File: src/rtl/fetch_sequencer.sv
// Instruction fetch sequencer: credit-gated imem requests, in-order response FIFO, redirect flush.
// Optional misaligned-redirect trap enabled with `define FETCH_MISALIGN_TRAP_EN.
module fetch_sequencer #(
    parameter logic [31:0] RESET_PC = 32'h0000_0000,
    parameter int          DEPTH    = 2
) (
    input  logic        clk,
    input  logic        rst,
    output logic        imem_req,
    output logic [31:0] imem_addr,
    input  logic        imem_gnt,
    input  logic        imem_rvalid,
    input  logic [31:0] imem_rdata,
    input  logic        redirect,
    input  logic [31:0] redirect_pc,
    output logic        ifid_valid,
    input  logic        ifid_ready,
    output logic [31:0] ifid_instr,
    output logic [31:0] ifid_pc,
    output logic        fetch_trap
);
    localparam int AW = (DEPTH > 1) ? $clog2(DEPTH) : 1;
    localparam int CW = AW + 1;
    localparam logic [CW:0] LIMIT = (CW+1)'(DEPTH);

    logic [31:0]   mem_q [DEPTH];
    logic [AW-1:0] rptr_q, wptr_q;
    logic [CW-1:0] cnt_q, cnt_d;
    logic [CW-1:0] out_q, out_d;
    logic [CW-1:0] drop_q, drop_d;
    logic [31:0]   fetch_pc_q, fetch_pc_d;
    logic [31:0]   deliver_pc_q, deliver_pc_d;
    logic          trap_q, trap_d;

    logic          gnt, rsp, push, pop;
    logic [31:0]   tgt;
    logic [CW:0]   credits;

    assign tgt     = redirect_pc & ~32'h3;
    assign credits = {1'b0, cnt_q} + {1'b0, out_q};

    // Slots are reserved at grant, so outstanding responses count against the FIFO.
    assign imem_req = !rst && !redirect && !trap_q && (credits < LIMIT);
    assign gnt      = imem_req && imem_gnt;
    assign rsp      = imem_rvalid && (out_q != '0);
    assign push     = rsp && (drop_q == '0) && !redirect;
    assign pop      = !redirect && (cnt_q != '0) && ifid_ready;

    assign imem_addr  = fetch_pc_q;
    assign ifid_valid = cnt_q != '0;
    assign ifid_instr = mem_q[rptr_q];
    assign ifid_pc    = deliver_pc_q;
    assign fetch_trap = trap_q;

    always_comb begin
        out_d        = out_q + CW'(gnt) - CW'(rsp);
        drop_d       = drop_q - CW'(rsp && (drop_q != '0));
        cnt_d        = cnt_q + CW'(push) - CW'(pop);
        fetch_pc_d   = gnt ? fetch_pc_q + 32'd4 : fetch_pc_q;
        deliver_pc_d = pop ? deliver_pc_q + 32'd4 : deliver_pc_q;
        trap_d       = trap_q;
        if (redirect) begin
            drop_d       = out_q - CW'(rsp);
            cnt_d        = '0;
            fetch_pc_d   = tgt;
            deliver_pc_d = tgt;
`ifdef FETCH_MISALIGN_TRAP_EN
            trap_d       = redirect_pc[1:0] != 2'b00;
`else
            trap_d       = 1'b0;
`endif
        end
    end

    always_ff @(posedge clk) begin
        if (rst) begin
            rptr_q       <= '0;
            wptr_q       <= '0;
            cnt_q        <= '0;
            out_q        <= '0;
            drop_q       <= '0;
            fetch_pc_q   <= RESET_PC;
            deliver_pc_q <= RESET_PC;
            trap_q       <= 1'b0;
            for (int i = 0; i < DEPTH; i++) mem_q[i] <= '0;
        end else begin
            cnt_q        <= cnt_d;
            out_q        <= out_d;
            drop_q       <= drop_d;
            fetch_pc_q   <= fetch_pc_d;
            deliver_pc_q <= deliver_pc_d;
            trap_q       <= trap_d;
            if (redirect) begin
                rptr_q <= '0;
                wptr_q <= '0;
            end else begin
                if (push) begin
                    mem_q[wptr_q] <= imem_rdata;
                    wptr_q        <= wptr_q + 1'b1;
                end
                if (pop) rptr_q <= rptr_q + 1'b1;
            end
        end
    end
endmodule

File: config.mk
export PLATFORM = sky130hd
export DESIGN_NAME = fetch_sequencer
export DESIGN_NICKNAME = d
export VERILOG_FILES = /design/src/rtl/fetch_sequencer.sv
export SDC_FILE = /design/constraint.sdc
export NUM_CORES = 1
export LEC_CHECK = 0
export CAP_MARGIN = 40
export CORE_MARGIN = 4
export CORE_UTILIZATION = 54
export CTS_BUF_LIST = sky130_fd_sc_hd__clkbuf_16
export CTS_CLUSTER_DIAMETER = 120
export DETAILED_ROUTE_END_ITERATION = 7
export PLACE_DENSITY_LB_ADDON = 0.1
export SLEW_MARGIN = 30
export SYNTH_ARGS = -nofsm -noshare
export SYNTH_HDL_FRONTEND = slang
export SYNTH_SLANG_ARGS = --single-unit
export TNS_END_PERCENT = 30
File: constraint.sdc
create_clock -name clk -period 12 [get_ports clk]
set_clock_uncertainty 0.15 [all_clocks]
set_input_delay 3 -clock clk [delete_from_list [all_inputs] [get_ports clk]]
set_output_delay 3 -clock clk [all_outputs]
set_load 0.05 [all_outputs]
==> metrics <==
outcome completed; Mapped Area about 0.0069 mm2; Worst-Skew Late Latency 0.42 ns; Worst EP arrival 5.08 ns; worst reg2reg startpoint cnt_q[0]$_SDFF_PP0_; Yosys top cell area share 28.0%; r2r setup slk 8.94 ns; CTS Sinks 133; clock buffer depth 2; Top Ports 169; Pwr Density 147 mW/mm2; DR WL/cell roughly 19 um; Via Count slightly above 6k; Sequential cell area 0.00330 mm2; cell mode on critical path clkdlybuf4s50_1; most frequent cells in the layout 160 x clkdlybuf4s50_1, 69 x and2_1, 69 x dfxtp_1, 64 x edfxtp_1; largest area contributor in the netlist edfxtp_1; Max stage delay on crit path 0.83 ns; WP buf/inv 3; Critical Path RT 8.85 ns; max-cap violation count 0; relative slew slack 46.7%; Avg Inst Size Synth a little over 10 um2; crit path max fanout 23; CTS tree built; core box area approximately 0.012 mm2; Initial Util a little under three fifths; vias in the first global route between 6k and 7k; Seq/Total Area, Yosys 48.2%; mux cell area share after synthesis 5.40%; IO Port Bufs 161; fin util 75.8%; Slowest-stage cell, CP clkdlybuf4s50_1; top post-synthesis cells by area edfxtp_1 28%, dfxtp_1 20%, and2_1 6.3%, mux2_2 5.3%, and4_1 2.3%; row count 40; CTS clk-pin slew, worst paths 0.06 ns; maximum clock rate 122 MHz; Compound-Gate Fraction of Synth Area 12.9%; placed wire-length estimate 13700 um; top_reg_cell synth dfxtp_1; Multi-input gate area 0.00337 mm2; die area 0.0146 mm2; CP delay by family, top buffers and inverters; ys async rst share 0%; CTS Hold Bufs 0; Die Wd 121 um; final setup fails 0; reg2reg end imem_addr[17]$_SDFFE_PP0P_; initial DRC count 647; GP Congestion 0.901; H-tree Lvls 4; postcts setup bufs 0; class of the most critical setup path input pin to output pin; yosys warns 0; layout overhead on the synthesized area 35.0%; Final TNS setup 0 ns; final worst-path cycle share 68.6%; HP Class register to register; CTS buffer count 17; CP endpoint kind output pin; Synth Area in Adders approximately 1.8%; GR Overflow Total 0; crit path launch type input pin; DRT Pass-1 Iters 5; Max Slew Vio Count 0; HP Start rptr_q$_SDFFE_PP0P_; CP Cell Sequence clkdlybuf4s50_1, buf_4, or2_2, nor3_1, clkdlybuf4s50_1; register bit total from synthesis 133; xor/xnor share of the synthesized area under 10%; DRC Markers 0; Synth cell types 60; Diodes inserted 0; largest family of logic cells by synthesized area simple AND/OR/NAND/NOR gates; Peak VDD IR 0.0853 mV; Root Buffer Master clkbuf_16; P_leak 3.29 nW; largest net degree at the start of global routing 56; Via density 6.09; final hold vios 0; final WL 19300 um; first-pass GRT wire length 30700 um; Reg2Reg Depth 7; Slew @ Worst Pin slightly below 0.8 ns; Post-synth EDFFs 64; post-route ant nets 0; # fillers 885; Die Y ~120 um; RSZ-0062 raised after global routing no; GRT Total Usage 26.6%; fin nets ~910; most common cell after layout, fill and taps aside clkdlybuf4s50_1; CTS resizes 0; antenna violations before repair 0; layout cells sized above 1 11.1%; final hold slack between 0.3 and 0.4 ns; simple-gate share of the synthesized area 25.0%; Hold Path Stages 2; Syn Inst Count 677; worst min-delay path endpoint rptr_q$_SDFFE_PP0P_; post-layout min period between 8 and 9 ns
[synthesized netlist by cell type (15+ instances only)]
| cell | number |
|---|---|
| and2_1 | 69 |
| dfxtp_1 | 69 |
| edfxtp_1 | 64 |
| nor2_1 | 35 |
| nand2_1 | 34 |
| clkbuf_1 | 32 |
| mux2_2 | 32 |
| nand3_1 | 24 |
| nand4_1 | 24 |
| nor3_1 | 23 |
| o21ai_0 | 21 |
| a211oi_1 | 19 |
| and4_1 | 18 |
| nor4_1 | 16 |
| a31oi_1 | 15 |
| xor2_1 | 15 |
[tightest hold or removal path, stage by stage, from the launching register on]
cell	delay, ns
dfxtp_1	0.32
xor2_1	0.09
nor2_1	0.08
[layout make-up]
| cell class | instances | share of cell area [%] |
|---|---|---|
| multi-input combinational | 490 | 36.4 |
| sequential | 133 | 35.7 |
| timing repair buffer | 173 | 18.7 |
| clock buffer | 17 | 4.60 |
| tap | 168 | 2.27 |
| clock inverter | 14 | 1.76 |
| inverter | 14 | 0.568 |
[layer usage]
layer | track usage, % | vias up | part of all wire [%]
li1 | - | 2855 | -
met1 | 33.0 | 2985 | 42
met2 | 45.5 | 267 | 49
met3 | 5.57 | 36 | 6.5
met4 | 10.3 | 0 | 2.4
met5 | 0 | - | 0
[where the power goes]
group          switching [W]  total [W]  internal, W
combinational       0.000185   0.000298     0.000113
clock               0.000195   0.000517     0.000323
sequential         0.0000339   0.000547     0.000513
total               0.000413    0.00136     0.000949
[worst max path at each step]
stage	from	end	cells after the start
6_report	rst	imem_req	5
3_5_place_dp	rst	imem_req	5
5_1_grt	rst	imem_req	5
4_1_cts	rst	imem_req	5
2_1_floorplan	redirect	imem_req	4
3_3_place_gp	rst	imem_req	5
[metrics by stage]
| step | setup WS, ns | total power, W | instances | cell area (um2) |
|---|---|---|---|---|
| 2_1_floorplan | 4.10 | 0.000739 | 681 | 6870 |
| 3_3_place_gp | 3.77 | 0.000840 | 973 | 8580 |
| 3_5_place_dp | 3.75 | 0.000851 | 975 | 8640 |
| 4_1_cts | 3.75 | 0.00136 | 1006 | 9230 |
| 5_1_grt | 3.71 | 0.00141 | 1009 | 9260 |
| 6_report | 3.77 | 0.00136 | 1009 | 9260 |
[cells by family after synthesis]
logic type | Yosys count
simple gates | 295
flops | 133
compound gates | 124
buf+inv | 58
mux | 33
xor+xnor | 24
fa+ha+maj | 9
other cells | 1
[registers in the layout (all words and copies together) (netlist names), named ones only]
| name | cells |
|---|---|
| rptr_q | 1 |
| drop_q | 2 |
| wptr_q | 1 |
| out_q | 2 |
| mem_q | 64 |
| ifid_pc | 30 |
| cnt_q | 2 |
| imem_addr | 30 |
No activity file was read; power rests on OpenSTA's default activity.
